### src/rtl/qspi_read_pkg.sv
// Shared definitions for the QSPI read path: default word width, deserializer
// states, FIFO entry layout and the read opcode also used by the read engine.
package qspi_read_pkg;

    localparam int DEFAULT_DATA_W = 8;

    localparam logic [7:0] READ_OPCODE = 8'h03;

    typedef enum logic [0:0] {
        ST_IDLE   = 1'b0,
        ST_ACTIVE = 1'b1
    } deser_state_e;

    typedef struct packed {
        logic                      last;
        logic [DEFAULT_DATA_W-1:0] data;
    } fifo_entry_t;

endpackage

### src/rtl/qspi_read_deser_if.sv
// Packed-word output stream of the QSPI read deserializer (valid/ready + last).
interface qspi_read_deser_if #(
    parameter int DATA_W = 8
);

    logic [DATA_W-1:0] out_data;
    logic              out_valid;
    logic              out_ready;
    logic              out_last;

    modport master (
        output out_data,
        output out_valid,
        output out_last,
        input  out_ready
    );

    modport slave (
        input  out_data,
        input  out_valid,
        input  out_last,
        output out_ready
    );

endinterface

### src/rtl/qspi_read_fifo.sv
// Small synchronous FIFO; a push into a full FIFO is accepted only when a pop
// happens in the same cycle, otherwise the word is dropped.
module qspi_read_fifo #(
    parameter int WIDTH = 9,
    parameter int DEPTH = 4
) (
    input  logic                     clk,
    input  logic                     rst_n,
    input  logic                     push,
    input  logic [WIDTH-1:0]         push_data,
    input  logic                     pop,
    output logic [WIDTH-1:0]         pop_data,
    output logic                     full,
    output logic                     empty,
    output logic [$clog2(DEPTH):0]   level
);

    localparam int PTR_W = $clog2(DEPTH);

    logic [WIDTH-1:0] mem [DEPTH];
    logic [PTR_W-1:0] wr_ptr;
    logic [PTR_W-1:0] rd_ptr;
    logic [PTR_W:0]   count;
    logic             do_push;
    logic             do_pop;

    assign empty    = (count == '0);
    assign full     = (count == (PTR_W+1)'(DEPTH));
    assign do_pop   = pop && !empty;
    assign do_push  = push && (!full || do_pop);
    assign pop_data = mem[rd_ptr];
    assign level    = count;

    // Pointers are exactly log2(DEPTH) bits wide so they wrap on their own.
    always_ff @(posedge clk or negedge rst_n) begin
        if (!rst_n) begin
            wr_ptr <= '0;
            rd_ptr <= '0;
            count  <= '0;
        end else begin
            if (do_push) wr_ptr <= wr_ptr + 1'b1;
            if (do_pop)  rd_ptr <= rd_ptr + 1'b1;
            case ({do_push, do_pop})
                2'b10:   count <= count + 1'b1;
                2'b01:   count <= count - 1'b1;
                default: count <= count;
            endcase
        end
    end

    always_ff @(posedge clk) begin
        if (do_push) mem[wr_ptr] <= push_data;
    end

endmodule

### src/rtl/qspi_read_deser.sv
// Packs the read engine's qualified bit stream into DATA_W-bit words and queues
// them on a valid/ready stream. QSPI_READ_DESER_LSB_FIRST_EN selects LSB-first packing.
module qspi_read_deser
    import qspi_read_pkg::*;
#(
    parameter int DATA_W     = DEFAULT_DATA_W,
    parameter int FIFO_DEPTH = 4
) (
    input  logic                          clk,
    input  logic                          rst_n,
    input  logic                          burst_start,
    input  logic [15:0]                   burst_bits,
    input  logic                          bit_in,
    input  logic                          bit_valid,
    input  logic                          burst_done,
    qspi_read_deser_if.master             stream,
    output logic [$clog2(FIFO_DEPTH):0]   fifo_level,
    output logic                          overflow,
    output logic                          trunc_err
);

    localparam int CNT_W = $clog2(DATA_W + 1);
    localparam logic [0:0] S_IDLE   = ST_IDLE;
    localparam logic [0:0] S_ACTIVE = ST_ACTIVE;

    logic [0:0]        state_q, state_d;
    logic [15:0]       remain_q, remain_d, acc_remain;
    logic [CNT_W-1:0]  cnt_q, cnt_d, acc_cnt;
    logic [DATA_W-1:0] shift_q, shift_d, acc_shift, ins_shift, aligned;
    logic              push, push_last, trunc_set;
    logic [DATA_W:0]   head;
    logic              fifo_full, fifo_empty, pop;

`ifdef QSPI_READ_DESER_LSB_FIRST_EN
    assign ins_shift = shift_q | (DATA_W'(bit_in) << cnt_q);
    assign aligned   = acc_shift;
`else
    assign ins_shift = {shift_q[DATA_W-2:0], bit_in};
    // Left-align a short word so the received bits sit at the MSB end.
    assign aligned   = acc_shift << (CNT_W'(DATA_W) - acc_cnt);
`endif

    always_comb begin
        state_d    = state_q;
        remain_d   = remain_q;
        cnt_d      = cnt_q;
        shift_d    = shift_q;
        acc_remain = remain_q;
        acc_cnt    = cnt_q;
        acc_shift  = shift_q;
        push       = 1'b0;
        push_last  = 1'b0;
        trunc_set  = 1'b0;
        if (state_q == S_ACTIVE) begin
            if (burst_start) begin
                // A new request aborts the running burst; its partial word is lost.
                trunc_set = 1'b1;
                remain_d  = burst_bits;
                cnt_d     = '0;
                shift_d   = '0;
                state_d   = (burst_bits != 16'd0) ? S_ACTIVE : S_IDLE;
            end else begin
                if (bit_valid) begin
                    acc_shift  = ins_shift;
                    acc_cnt    = cnt_q + 1'b1;
                    acc_remain = remain_q - 16'd1;
                    if (acc_cnt == CNT_W'(DATA_W) || acc_remain == 16'd0) begin
                        push      = 1'b1;
                        push_last = (acc_remain == 16'd0);
                    end
                end
                remain_d = acc_remain;
                cnt_d    = push ? '0 : acc_cnt;
                shift_d  = push ? '0 : acc_shift;
                if (acc_remain == 16'd0) begin
                    state_d = S_IDLE;
                end else if (burst_done) begin
                    // Evaluated after the same-cycle bit, on the updated counters.
                    trunc_set = 1'b1;
                    state_d   = S_IDLE;
                    remain_d  = '0;
                    cnt_d     = '0;
                    shift_d   = '0;
                    if (!push && acc_cnt != '0) begin
                        push      = 1'b1;
                        push_last = 1'b1;
                    end
                end
            end
        end else if (burst_start && burst_bits != 16'd0) begin
            state_d  = S_ACTIVE;
            remain_d = burst_bits;
            cnt_d    = '0;
            shift_d  = '0;
        end
    end

    always_ff @(posedge clk or negedge rst_n) begin
        if (!rst_n) begin
            state_q   <= S_IDLE;
            remain_q  <= '0;
            cnt_q     <= '0;
            shift_q   <= '0;
            overflow  <= 1'b0;
            trunc_err <= 1'b0;
        end else begin
            state_q  <= state_d;
            remain_q <= remain_d;
            cnt_q    <= cnt_d;
            shift_q  <= shift_d;
            if (push && fifo_full && !pop) overflow <= 1'b1;
            if (trunc_set) trunc_err <= 1'b1;
        end
    end

    assign pop = !fifo_empty && stream.out_ready;

    qspi_read_fifo #(
        .WIDTH (DATA_W + 1),
        .DEPTH (FIFO_DEPTH)
    ) u_fifo (
        .clk       (clk),
        .rst_n     (rst_n),
        .push      (push),
        .push_data ({push_last, aligned}),
        .pop       (pop),
        .pop_data  (head),
        .full      (fifo_full),
        .empty     (fifo_empty),
        .level     (fifo_level)
    );

    // Head storage is not reset, so gate it to keep outputs at 0 when empty.
    assign stream.out_valid = !fifo_empty;
    assign stream.out_data  = fifo_empty ? '0 : head[DATA_W-1:0];
    assign stream.out_last  = !fifo_empty && head[DATA_W];

endmodule

### src/flat_wrapper.sv
// flat-port wrapper written by rule: the top's interface ports become plain ports
module qspi_read_deser_flat import qspi_read_pkg::*;
#(
    parameter int DATA_W     = DEFAULT_DATA_W,
    parameter int FIFO_DEPTH = 4
)
  (clk, rst_n, burst_start, burst_bits, bit_in, bit_valid, burst_done, fifo_level, overflow, trunc_err, stream_out_data, stream_out_valid, stream_out_last, stream_out_ready);
  qspi_read_deser_if #(.DATA_W(DATA_W)) stream_i ();
  input  logic clk;
  input  logic rst_n;
  input  logic burst_start;
  input  logic [15:0] burst_bits;
  input  logic bit_in;
  input  logic bit_valid;
  input  logic burst_done;
  output logic [$clog2(FIFO_DEPTH):0] fifo_level;
  output logic overflow;
  output logic trunc_err;
  output wire logic [$bits(stream_i.out_data)-1:0] stream_out_data;
  output wire logic [$bits(stream_i.out_valid)-1:0] stream_out_valid;
  output wire logic [$bits(stream_i.out_last)-1:0] stream_out_last;
  input wire logic [$bits(stream_i.out_ready)-1:0] stream_out_ready;
  assign stream_out_data = stream_i.out_data;
  assign stream_out_valid = stream_i.out_valid;
  assign stream_out_last = stream_i.out_last;
  assign stream_i.out_ready = stream_out_ready;
  qspi_read_deser #(.DATA_W(DATA_W), .FIFO_DEPTH(FIFO_DEPTH)) u_core (.clk(clk), .rst_n(rst_n), .burst_start(burst_start), .burst_bits(burst_bits), .bit_in(bit_in), .bit_valid(bit_valid), .burst_done(burst_done), .stream(stream_i), .fifo_level(fifo_level), .overflow(overflow), .trunc_err(trunc_err));
endmodule
### config.mk
export PLATFORM = sky130hd
export DESIGN_NAME = qspi_read_deser_flat
export DESIGN_NICKNAME = d
export VERILOG_FILES = /design/src/rtl/qspi_read_pkg.sv /design/src/rtl/qspi_read_deser_if.sv /design/src/rtl/qspi_read_fifo.sv /design/src/rtl/qspi_read_deser.sv /design/src/flat_wrapper.sv
export SDC_FILE = /design/constraint.sdc
export NUM_CORES = 1
export LEC_CHECK = 0
export CORE_ASPECT_RATIO = 1.75
export CORE_MARGIN = 2
export CORE_UTILIZATION = 64
export CTS_CLUSTER_SIZE = 14
export DETAILED_ROUTE_END_ITERATION = 7
export DONT_BUFFER_PORTS = 1
export HOLD_SLACK_MARGIN = 0.15
export PLACE_DENSITY_LB_ADDON = 0.2
export SLEW_MARGIN = 20
export SYNTH_ARGS = -nofsm -noshare
export SYNTH_HDL_FRONTEND = slang
export SYNTH_HIERARCHICAL = 1
export SYNTH_SLANG_ARGS = --single-unit
### constraint.sdc
create_clock -name clk -period 4.4 [get_ports clk]
set_input_delay 0.44 -clock clk [delete_from_list [all_inputs] [get_ports clk]]
set_output_delay 0.44 -clock clk [all_outputs]
set_load 0.005 [all_outputs]
# == Yosys cells after proc, flatten, opt, wreduce, memory -nomap -nowiden ==
# Memories as Yosys holds them, arrays and structs flattened.
# Index checks and enable logic that the tools add are counted.
# Widths: inputs -> output; s select.
# totals
reg_bits,38
ram_bits,36
inputBits,23
word_cells,101
n_memories,1
# memory_table
name,depth,word_bits,rd,rd_clocked_by_memory_dff,wr,line_no,rtl
u_core.u_fifo.mem,4,9,1,0,1,qspi_read_fifo.sv:20,logic [WIDTH-1:0] mem [DEPTH];
# classes
n_addsub,7
n_eq_ne,4
shifts,1
mux,58
n_reduce_logical,21
# ops
operator,count
$mux 16,8
$mux 8,10
$mux 4,11
$logic_not 16->1,2
$mux 1,28
$reduce_bool 16->1,1
$sub 16x1->16 const B,1
$logic_and 1x1->1,8
$shl 8x4->8,1
$pmux 3 s2,1
$add 2x1->2 const B,2
$add 4x1->4 const B,1
$eq 4x4->1 const B,1
$logic_not 1->1,4
$reduce_bool 2->1,2
$reduce_bool 4->1,1
$sub 4x4->4 const A,1
$add 3x1->3 const B,1
$eq 3x3->1 const B,1
$logic_not 3->1,1
$sub 3x1->3 const B,1
$eq 2x1->1 const B,1
$eq 2x2->1 const B,1
$logic_or 1x1->1,2

# == Depth between registers and ports, before layout ==
# Gate-level depths: netlist (run 1).
# depth
depth_word,17
ltp_mapped,20

# == Cells and area by module ==
# Netlist (run 1), hierarchy kept.
# modules_own_cells
mod,n_inst,cells_each,area_each_um2,seq_area_each_um2
qspi_read_deser,1,377,2914.0,775.7
qspi_read_fifo,1,85,1730.4,1256.2

# == Least setup slack after synthesis (run 1) ==
# Ideal clock, no wire load.
# synth_timing
path_type,register to register
start,reg u_core.remain_q[0]
end,reg u_core.u_fifo.count[2] (netlist: u_core/u_fifo/level[2])
setup_time_ns,0.079
t_arrival_ns,3.560
path_slack_ns,0.761
stages_incl_launch_ff,19
n_path_buf,1
synth_period_minus_slack_ns,3.639
path_cell_list,dfrtp_1 -> buf_2 -> inv_1 -> ha_1 -> nand4bb_1 -> o31ai_4 -> o311ai_1 -> or2_4 -> o21a_4 -> a211o_1 -> and2_1 -> o21a_4 -> inv_1 -> ha_1 -> inv_1 -> fa_1 -> xor2_1 -> nor2_1 -> xor2_1
# synth_via
elab_chain_cells,17
# synth_rtl
item,line_no,rtl
"start, declared",qspi_read_deser.sv:27,"logic [15:0] remain_q, remain_d, acc_remain;"
"start signal, assigned",qspi_read_deser.sv:108,remain_q <= remain_d;
$sub 16x1->16,qspi_read_deser.sv:66,acc_remain = remain_q - 16'd1;
$logic_not 16->1,qspi_read_deser.sv:67,if (acc_cnt == CNT_W'(DATA_W) || acc_remain == 16'd0) begin
$logic_or 1x1->1,qspi_read_deser.sv:67,
$mux 1,qspi_read_deser.sv:67,
$mux 1,qspi_read_deser.sv:63,if (bit_valid) begin
$mux 1,qspi_read_deser.sv:55,if (burst_start) begin
$mux 1,qspi_read_deser.sv:54,if (state_q == S_ACTIVE) begin
$logic_not 1->1,qspi_read_deser.sv:84,if (!push && acc_cnt != '0) begin
[... 2 more ...],-,
$mux 1,qspi_read_deser.sv:77,end else if (burst_done) begin
$mux 1 (*),qspi_read_deser.sv:75,if (acc_remain == 16'd0) begin
$mux 1 (*),qspi_read_deser.sv:55,
$mux 1 (*),qspi_read_deser.sv:54,
named net u_core.push,qspi_read_deser.sv:30,"logic push, push_last, trunc_set;"
$logic_and 1x1->1 (*),qspi_read_fifo.sv:30,assign do_push = push && (!full || do_pop);
$eq 2x1->1 / $eq 2x2->1 (equally long branches),qspi_read_fifo.sv:43,"case ({do_push, do_pop})"
$pmux 3 s2 / $reduce_bool 2->1 (equally long branches),-,
"end signal, assigned",qspi_read_fifo.sv:44,2'b10: count <= count + 1'b1;
"end signal, assigned",qspi_read_fifo.sv:45,2'b01: count <= count - 1'b1;
"end signal, assigned",qspi_read_fifo.sv:46,default: count <= count;
"end, declared",qspi_read_fifo.sv:23,logic [PTR_W:0] count;
# Mark *: on every way through the listed nets, which the timed path passes. The rest lies on a longest branch. The select of a mux whose other input is x is not followed.
# A chain may end at the register's enable or synchronous reset.

# == Worst setup path in the final report (run 1) ==
# Same ends and word-level chain as after synthesis.

==> reports/metrics.cfg, run 1 <==
[run_status]
status=finished clean

[route]
drtPass1Iterations=7
routed_wl_um=11900
drc=0
wl_met3_um=489
dr_wl_met2_um=6660
ant_nets=0
wl_per_cell_um=22.0
top_layer=met4
routed_via_density=6.81
vias=3691
wirelength_met1_um=3980
drtIter0Drc=441

[worst_setup_path]
critPathArrivalTime_ns=4.32
critPathKind=flip-flop to flip-flop
cp_cell_sequence=inv_1, ha_1, buf_4, nor2_1, a31oi_1, o2bb2ai_1, nand4_1, o21a_4, a211o_1, and2_1, o21a_4, inv_1, ha_1, inv_1, fa_1, xor2_1, nor2_1, xor2_1
timing.rr.end=u_core/u_fifo/level[2]$_DFFE_PN0P_
reg2regPathDepth=18
path_common_cell=inv_1
critical_path.top_delay_family=compound AO/OA/AOI/OAI gates
reg2reg_from=u_core/remain_q[0]$_DFFE_PN0P_
critPathBufInv=4
cp-start-kind=flip-flop
reg2reg_slack_ns=0.33
critical_path_depth=18
crit_path_end_kind=flip-flop
cp_max_fo=13
critPathSlowestCell=dfrtp_1
cp_data_required_time_ns=4.66
max_stage_delay_ns=0.56

[logic_synthesis]
ys_top_cells_by_area=edfxtp_1 23%, dfrtp_1 20%, mux4_2 4.4%, nand2_1 3.3%, ha_1 2.7%
synth_top_area_cell=edfxtp_1
synth_top_area_share_pct=23.3
async_flop_share_pct=51.4
ys_dominant_reg_cell=dfrtp_1
ys_ff_latch=74
seq_area_frac_synth_pct=43.8
synth_edf_count=36
syn_nets=496
synthCells=462
yosysUniqueCellTypes=72
netlist_area_um2=4640
ys_warn_count=6
syn_area_per_cell_um2=10.1

[finish]
nNetsFinal=486
utilization_pct=69.9
layout-drive-gt1-share_pct=10.7
fin_cells=542
final_cell_mix=41 x nand2_1, 38 x dfrtp_1, 36 x edfxtp_1
syn_to_final_growth_pct=7.35
diodes=0
layout_commonest_cell=nand2_1

[run]
max_cap_violations=0

[hold_path]
hp-class=input port to flip-flop
hold_path.startpoint=bit_in
min_path_cells=1
holdPathEnd=u_core/shift_q[0]$_DFFE_PN0P_

[sta]
skew_ns=0.00706
hold_viol_final=0
period_needed_ns=4.07
tightestPinTransition_ns=0.744
slew_headroom_pct=50.0
clock.fmax_mhz=246
setup_violations=0
final_max_slew_viol_count=0
final.setup.worst_slack_ns=0.335
rsz0062_at_grt=false
fin_tns_setup_ns=0
post-route-period-util_pct=92.4

[clock_tree]
htreeDepth=3
ctsHoldBuffers=2
cts_buffers=9
cts_tree=built
cts_buffer_depth=2
post_cts_buffers=0
clkLatencyLatePin_ns=0.33
clkTransAtPathRegs_ns=0.06
clockRootBuffer=clkbuf_16
clkSinkCount=74
ctsResizeCount=0

[grt]
antenna_found_initial=0
grt_pass1_vias=3612
grt_pass1_wl_um=18800
grt_max_degree=39
gr-usage-all-layers_pct=32.7
grt.overflow.total=0

[power]
pwr-share-comb_pct=23.5
power.density_nw_per_um2=429
p_int_uw=1480
power_frac_clock_pct=32.9
netSwitchingFraction_pct=30.9
power_uw=2140
switchingPower_uw=660
power_frac_seq_pct=43.6
ir_drop_uv=253
leakagePower_uw=0.00183

[die]
io_pins=38
rows=41
die_w_um=68.4
die-area_um2=7980
die_h_um=117
floorplan.initialDensity_pct=65.1
core_area_um2=7130

[placed_design]
gp_congestion=0.983
post-dp-hpwl_um=8700
port_buffers=0
pre_cts_ws_ns=0.450
dp_cells=525

==> layout make-up <==
type / count / area [um2]
inverter: 19 / 71.3
tap: 86 / 108
multi-input combinational: 336 / 2390
timing repair buffer: 12 / 105
fill: 534 / 2140
sequential: 74 / 2030
clock buffer: 13 / 240
clock inverter: 2 / 38.8
==> power by group through the flow <==
| stage | logic [uW] | clock network (uW) | registers, uW |
|---|---|---|---|
| floorplan | 458 | 0 | 861 |
| global placement | 475 | 0 | 945 |
| detailed placement | 484 | 0 | 948 |
| CTS | 503 | 709 | 934 |
| global route | 566 | 740 | 950 |
| finish | 502 | 703 | 932 |
==> state kept, by name (all words and copies together) (netlist names) <==
register / flops
u_core/u_fifo/mem: 36
u_core/remain_q: 16
u_core/shift_q: 8
u_core/cnt_q: 4
u_core/u_fifo/level: 3
u_core/u_fifo/rd_ptr: 2
u_core/u_fifo/wr_ptr: 2
u_core/overflow: 1
u_core/state_q: 1
u_core/trunc_err: 1
==> how the worst max path moves through the flow <==
stage                                              start                                 end  slack [ns]
after floorplan           u_core/remain_q[0]$_DFFE_PN0P_  u_core/u_fifo/level[2]$_DFFE_PN0P_        0.76
after global placement    u_core/remain_q[0]$_DFFE_PN0P_  u_core/u_fifo/level[2]$_DFFE_PN0P_        0.61
after detailed placement  u_core/remain_q[0]$_DFFE_PN0P_  u_core/u_fifo/level[2]$_DFFE_PN0P_        0.45
after CTS                 u_core/remain_q[0]$_DFFE_PN0P_  u_core/u_fifo/level[2]$_DFFE_PN0P_        0.39
after global routing      u_core/remain_q[0]$_DFFE_PN0P_  u_core/u_fifo/level[2]$_DFFE_PN0P_        0.13
final                     u_core/remain_q[0]$_DFFE_PN0P_  u_core/u_fifo/level[2]$_DFFE_PN0P_        0.33
==> stage by stage <==
| stage | hold WS [ns] | area (um2) |
|---|---|---|
| finish | 0.236 | 4990 |
| global route | 0.238 | 4990 |
| CTS | 0.233 | 4990 |
| detailed placement | 0.145 | 4680 |
| global placement | 0.145 | 4680 |
| floorplan | 0.144 | 4640 |
==> per-layer routing <==
layer,vias to the layer above,global-route usage [%]
met5,-,0
met4,0,22.3
met3,52,4.72
met2,182,59.0
met1,1758,33.1
li1,1699,-
==> cell usage after synthesis (2+ instances only) <==
cell type,n
a211o_1,2
a211oi_1,7
a21oi_1,23
a22o_1,9
a31oi_1,8
and2_1,2
and2_2,4
and3_1,2
and4_1,2
buf_2,9
buf_6,2
clkbuf_1,21
dfrtp_1,38
edfxtp_1,36
ha_1,10
inv_1,18
mux2i_1,9
mux4_2,9
nand2_1,41
nand2b_1,5
nand3_1,11
nand4_1,8
nor2_1,31
nor2b_1,14
nor3_1,15
nor3b_1,5
nor4_1,10
nor4_4,3
nor4b_1,3
o211ai_1,3
o21a_1,3
o21a_4,2
o21ai_0,25
o21ai_1,2
o22ai_1,7
o2bb2ai_1,2
o311ai_1,2
or3_1,2
or4_1,3
xnor2_1,12
xor2_1,11
==> cell families after synthesis <==
| family | Yosys count | share of synthesized area, % |
|---|---|---|
| compound gates | 111 | 16.5 |
| xor+xnor | 23 | 4.34 |
| fa+ha+maj | 11 | 3.13 |
| buf+inv | 52 | 4.77 |
| flops | 74 | 43.8 |
| mux | 20 | 6.87 |
| simple gates | 171 | 20.7 |
No activity file was read; power rests on OpenSTA's default activity.
==> run 2, diff against run 1 <==
--- a/config.mk
+++ b/config.mk
@@ -5,9 +5,11 @@
 export SDC_FILE = /design/constraint.sdc
 export NUM_CORES = 1
 export LEC_CHECK = 0
+export CELL_PAD_IN_SITES_DETAIL_PLACEMENT = 1
+export CELL_PAD_IN_SITES_GLOBAL_PLACEMENT = 2
 export CORE_ASPECT_RATIO = 1.75
 export CORE_MARGIN = 2
-export CORE_UTILIZATION = 64
+export CORE_UTILIZATION = 38
 export CTS_CLUSTER_SIZE = 14
 export DETAILED_ROUTE_END_ITERATION = 7
 export DONT_BUFFER_PORTS = 1
==> constraint.sdc (replaced) <==
create_clock -name clk -period 3.5 [get_ports clk]
set_input_delay 0.35 -clock clk [delete_from_list [all_inputs] [get_ports clk]]
set_output_delay 0.35 -clock clk [all_outputs]
set_load 0.005 [all_outputs]
==> reports/metrics.cfg, run 2 (synthesis gave the netlist of run 1 again) <==
[die]
die_w_um=87.6  ; +28%
die_h_um=150  ; +29%
io_pins=38  ; unchanged
rows=53  ; +29%
core_area_um2=12000  ; +68%
die-area_um2=13200  ; +65%
floorplan.initialDensity_pct=38.7  ; -26 points

[sta]
rsz0062_at_grt=true
tightestPinTransition_ns=0.802  ; +0.0579 ns
fin_tns_setup_ns=0  ; unchanged
clock.fmax_mhz=291  ; +18%
setup_violations=0  ; unchanged
period_needed_ns=3.43  ; -0.631 ns
hold_viol_final=0  ; unchanged
final_max_slew_viol_count=0  ; unchanged
skew_ns=0.00642  ; -0.000638 ns
post-route-period-util_pct=98.1  ; +5.7 points
slew_headroom_pct=46.2  ; -3.9 points
holdWs_ns=0.168  ; -0.0683 ns

[route]
routed_wl_um=14400  ; +21%
wl_per_cell_um=21.5  ; -2.5%
drc=0  ; unchanged
vias=3864  ; +4.7%
routed_via_density=5.75  ; -16%
drtPass1Iterations=4  ; -3
drtIter0Drc=147  ; -67%
ant_nets=0  ; unchanged

[finish]
largest_register=u_core/u_fifo/mem
final_cell_mix=57 x buf_4, 41 x nand2_1, 36 x dfrtp_1, 36 x edfxtp_1, 30 x nor2_1
nNetsFinal=536  ; +10%
layout_commonest_cell=buf_4
diodes=0  ; unchanged
reg_top3=u_core/u_fifo/mem x36, u_core/remain_q x16, u_core/shift_q x8
utilization_pct=46.5  ; -23 points
syn_to_final_growth_pct=20.2
layout-drive-gt1-share_pct=23.1  ; +12 points
largest_reg_flops=36  ; unchanged

[clock_tree]
clkSinkCount=74  ; unchanged
clkLatencyLatePin_ns=0.34  ; about the same
htreeDepth=3  ; unchanged
cts_buffers=9  ; unchanged
clkTransAtPathRegs_ns=0.06  ; about the same
cts_buffer_depth=2  ; unchanged
cts_tree=built
clockRootBuffer=clkbuf_16

[grt]
gr-usage-all-layers_pct=23.5  ; -9.2 points
grt.overflow.total=0  ; unchanged
grt_max_degree=39  ; unchanged
grt_pass1_wl_um=23200  ; +24%
grt_pass1_vias=4301  ; +19%
antenna_found_initial=0  ; unchanged

[worst_setup_path]
cp-start-kind=flip-flop
critPathArrivalTime_ns=3.69  ; -0.63 ns
reg2reg_from=u_core/remain_q[1]$_DFFE_PN0P_
timing.rr.end=u_core/u_fifo/level[2]$_DFFE_PN0P_
critPathKind=flip-flop to flip-flop
cp-startpoint=u_core/remain_q[1]$_DFFE_PN0P_
cp_data_required_time_ns=3.76  ; -0.90 ns
reg2reg_slack_ns=0.07  ; -0.27 ns
crit_path_end_kind=flip-flop
cp_max_fo=4  ; -9
reg2regPathDepth=17  ; -1

[power]
power.density_nw_per_um2=508  ; +18%
ir_drop_uv=233  ; -7.6%
leakagePower_uw=0.00209  ; +14%
power_uw=2830  ; +33%

[placed_design]
port_buffers=0  ; unchanged
gp_congestion=0.910  ; -7.4%
post-dp-hpwl_um=11000  ; +27%

[hold_path]
min_path_cells=2  ; +1
hp-class=input port to flip-flop
hold_path.startpoint=burst_start
holdPathEnd=u_core/remain_q[1]$_DFFE_PN0P_

[run]
max_cap_violations=0  ; unchanged

[run_status]
status=finished clean

==> run 2: area by class of cell <==
| class | count | area [um2] |
|---|---|---|
| well taps | 165 | 206 |
| inverters | 19 | 73.8 |
| fillers | 1327 | 6420 |
| flip-flops and latches | 74 | 2030 |
| repair buffers | 62 | 490 |
| multi-input cells | 336 | 2490 |
| clock buffers | 13 | 240 |
| clock inverters | 3 | 42.5 |
==> run 2: power by group <==
part | switching [uW] | leakage, uW | internal [uW]
registers | 153 | 0.000793 | 1000
clock network | 345 | 0.000135 | 552
logic | 386 | 0.00116 | 397
==> run 2: what timing repair did <==
action,CTS,global route
buffers inserted,9,5
endpoints found under the setup margin,1,2
pin swaps,9,17
endpoints found under the hold margin,39,0
hold buffers,3,0
resized for setup,9,13
cloned,0,0
==> run 2: metal layers <==
metal	share of wire [%]	GRT usage, %
met3	2.4	2.58
met4	3.5	11.5
met5	0	0
met1	34	23.1
met2	60	46.6
==> run 2: through the flow <==
stage / worst slack, ns / cells / area, um2
finish: 0.0655 / 672 / 5580
global route: -0.101 / 672 / 5580
CTS: 0.0304 / 667 / 5500
detailed placement: -0.0936 / 639 / 5070
global placement: 0.000301 / 639 / 5070
floorplan: 0.00677 / 462 / 4670
==> run 2: worst max-delay path by stage <==
stage                                    endpoint  slack, ns  cells past startpoint
2_1_floorplan  u_core/u_fifo/level[2]$_DFFE_PN0P_      0.007                     17
3_3_place_gp   u_core/u_fifo/level[2]$_DFFE_PN0P_     0.0003                     16
3_5_place_dp   u_core/u_fifo/level[2]$_DFFE_PN0P_      -0.09                     16
4_1_cts        u_core/u_fifo/level[2]$_DFFE_PN0P_       0.03                     15
5_1_grt        u_core/u_fifo/level[2]$_DFFE_PN0P_      -0.10                     17
6_report       u_core/u_fifo/level[2]$_DFFE_PN0P_       0.07                     17
==> run 2: worst max-delay path: stages, from the launching register on <==
cell,delay (ns)
dfrtp_1,0.42
inv_2,0.10
ha_4,0.16
nand4bb_4,0.16
o31ai_4,0.30
o311ai_2,0.15
or2_4,0.26
o21a_4,0.20
a211o_1,0.32
and2_4,0.15
o21a_4,0.12
inv_4,0.05
ha_4,0.12
inv_2,0.04
fa_2,0.37
xor2_1,0.16
nor2_1,0.11
xor2_1,0.15
==> run 3, diff against run 2 <==
--- a/config.mk
+++ b/config.mk
@@ -9,7 +9,7 @@
 export CELL_PAD_IN_SITES_GLOBAL_PLACEMENT = 2
 export CORE_ASPECT_RATIO = 1.75
 export CORE_MARGIN = 2
-export CORE_UTILIZATION = 38
+export CORE_UTILIZATION = 45
 export CTS_CLUSTER_SIZE = 14
 export DETAILED_ROUTE_END_ITERATION = 7
 export DONT_BUFFER_PORTS = 1
==> constraint.sdc (replaced) <==
create_clock -name clk -period 4.4 [get_ports clk]
set_input_delay 0.44 -clock clk [delete_from_list [all_inputs] [get_ports clk]]
set_output_delay 0.44 -clock clk [all_outputs]
set_load 0.005 [all_outputs]
==> reports/metrics.cfg, run 3 (synthesis gave the netlist of run 1 again) <==
[power]
switchingPower_uw=705  ; -20%
p_int_uw=1480  ; -24%
leakagePower_uw=0.00183  ; -12%
pwr-share-comb_pct=22.9  ; -4.7 points
netSwitchingFraction_pct=32.3  ; +1.1 points
power.density_nw_per_um2=433  ; -15%
ir_drop_uv=230  ; -1.3%
power_frac_seq_pct=43.2  ; +2.5 points
power_uw=2180  ; -23%
power_frac_clock_pct=33.9  ; +2.3 points

[route]
routed_wl_um=13100  ; -9.3%
drc=0  ; unchanged
drtIter0Drc=151  ; +2.7%
routed_via_density=6.13  ; +6.6%
vias=3568  ; -7.7%
ant_nets=0  ; unchanged
wl_per_cell_um=22.5  ; +4.7%
drtPass1Iterations=4  ; unchanged

[clock_tree]
clockRootBuffer=clkbuf_16
post_cts_buffers=0  ; -9
htreeDepth=3  ; unchanged
cts_buffer_depth=2  ; unchanged
cts_tree=built
clkTransAtPathRegs_ns=0.06  ; about the same
cts_buffers=9  ; unchanged
clkLatencyLatePin_ns=0.34  ; about the same
clkSinkCount=74  ; unchanged

[grt]
grt_max_degree=39  ; unchanged
grt_pass1_wl_um=20900  ; -9.9%
grt_pass1_vias=3915  ; -9.0%
antenna_found_initial=0  ; unchanged
grt.overflow.total=0  ; unchanged
gr-usage-all-layers_pct=25.2  ; +1.7 points

[worst_setup_path]
cp-start-kind=flip-flop
critical_path.top_delay_family=simple AND/OR/NAND/NOR gates
critPathKind=flip-flop to flip-flop
timing.rr.end=u_core/u_fifo/level[2]$_DFFE_PN0P_
critPathArrivalTime_ns=4.34  ; +0.65 ns
critPathSlowestCell=dfrtp_1
critPathBufInv=3  ; unchanged
path_common_cell=xor2_1
crit_path_end_kind=flip-flop
cp_max_fo=14  ; +10
max_stage_delay_ns=0.55  ; +0.13 ns
cp-startpoint=u_core/remain_q[2]$_DFFE_PN0P_
reg2regPathDepth=16  ; -1
cp_cell_sequence=nor4b_1, buf_4, nand3_1, xor2_1, nand4_1, o21a_4, a211o_1, and2_1, o21a_4, inv_1, ha_1, inv_1, fa_1, xor2_1, nor2_1, xor2_1
cp_data_required_time_ns=4.66  ; +0.90 ns
reg2reg_from=u_core/remain_q[2]$_DFFE_PN0P_
reg2reg_slack_ns=0.32  ; +0.25 ns

[sta]
rsz0062_at_grt=false
final_max_slew_viol_count=0  ; unchanged
fin_tns_setup_ns=0  ; unchanged
slew_headroom_pct=36.6  ; -9.5 points
skew_ns=0.00846  ; +0.00203 ns
setup_violations=0  ; unchanged
tightestPinTransition_ns=0.942  ; +0.139 ns
clock.fmax_mhz=245  ; -16%
post-route-period-util_pct=92.8  ; -5.3 points
hold_viol_final=0  ; unchanged
period_needed_ns=4.08  ; +0.650 ns

[finish]
largest_reg_flops=36  ; unchanged
nNetsFinal=484  ; -9.7%
largest_register=u_core/u_fifo/mem
final_cell_mix=41 x nand2_1, 37 x dfrtp_1, 36 x edfxtp_1
nFillCells=1148  ; -13%
syn_to_final_growth_pct=8.49
fin_cells=582  ; -13%
reg_top3=u_core/u_fifo/mem x36, u_core/remain_q x16, u_core/shift_q x8
layout-drive-gt1-share_pct=11.4  ; -12 points
multi_input_area_um2=2390  ; -4.2%
utilization_pct=49.5  ; +3.0 points
diodes=0  ; unchanged
layout_commonest_cell=nand2_1
final-seq-area_um2=2030  ; about the same

[die]
rows=49  ; -7.5%
core_area_um2=10200  ; -15%
floorplan.initialDensity_pct=45.6  ; +6.9 points
die_w_um=80.8  ; -7.7%
io_pins=38  ; unchanged
die-area_um2=11200  ; -15%
die_h_um=138  ; -7.9%

[run_status]
status=finished clean

[hold_path]
min_path_cells=1  ; -1
hold_path.startpoint=bit_in
holdPathEnd=u_core/shift_q[0]$_DFFE_PN0P_
hp-class=input port to flip-flop

[placed_design]
post-dp-hpwl_um=9890  ; -10%
gp_congestion=0.869  ; -4.5%
dp_cells=564  ; -12%
port_buffers=0  ; unchanged

[run]
max_cap_violations=0  ; unchanged

-- run 3: per-stage QoR --
stage / hold slack [ns] / worst slack, ns / cell area (um2)
3_5_place_dp: 0.145 / 0.307 / 4710
4_1_cts: 0.224 / 0.271 / 5040
2_1_floorplan: 0.144 / 0.761 / 4640
5_1_grt: 0.230 / 0.0208 / 5040
3_3_place_gp: 0.145 / 0.483 / 4710
6_report: 0.233 / 0.316 / 5040
-- run 3: what timing repair did --
action | 4_1_cts | 5_1_grt
gates resized for setup | 0 | 1
endpoints found under the hold margin | 38 | 0
hold buffers | 2 | 0
setup endpoints to repair | 0 | 1
-- run 3: worst max-delay path by stage --
stage,cells after the start,slack [ns],end
2_1_floorplan,18,0.76,u_core/u_fifo/level[2]$_DFFE_PN0P_
3_3_place_gp,17,0.48,u_core/u_fifo/level[2]$_DFFE_PN0P_
3_5_place_dp,17,0.31,u_core/u_fifo/level[2]$_DFFE_PN0P_
4_1_cts,17,0.27,u_core/u_fifo/level[2]$_DFFE_PN0P_
5_1_grt,17,0.02,u_core/u_fifo/level[2]$_DFFE_PN0P_
6_report,16,0.32,u_core/u_fifo/level[2]$_DFFE_PN0P_
-- run 3: power groups by stage --
stage          Sequential, uW  Clock [uW]  Combinational, uW
2_1_floorplan             861           0                458
3_3_place_gp              952           0                471
3_5_place_dp              961           0                492
4_1_cts                   947         754                507
5_1_grt                   961         785                560
6_report                  943         740                500
-- run 3: cell type report --
| class | instances | share of cell area (%) |
|---|---|---|
| multi-input cells | 336 | 47.5 |
| flip-flops and latches | 74 | 40.4 |
| clock buffers | 10 | 4.54 |
| well taps | 127 | 3.15 |
| repair buffers | 10 | 1.79 |
| inverters | 19 | 1.42 |
| clock inverters | 6 | 1.29 |
-- run 3: worst register-to-register path: cells and delay by family (launching register included) --
family          cells  cell delay [ns]
compound gates      3             0.81
xor+xnor            3             0.58
fa+ha+maj           2             0.57
buf+inv             3             0.36
flops               1             0.55
simple gates        5             1.12
-- run 3: metal layers --
| layer | wire, um | part of all wire [%] | up-vias | track usage, % |
|---|---|---|---|---|
| li1 | - | - | 1690 | - |
| met1 | 4470 | 34 | 1785 | 24.4 |
| met2 | 7760 | 59 | 62 | 48.8 |
| met3 | 258 | 2.0 | 31 | 3.66 |
| met4 | 602 | 4.6 | 0 | 13.2 |
| met5 | 0 | 0 | - | 0 |
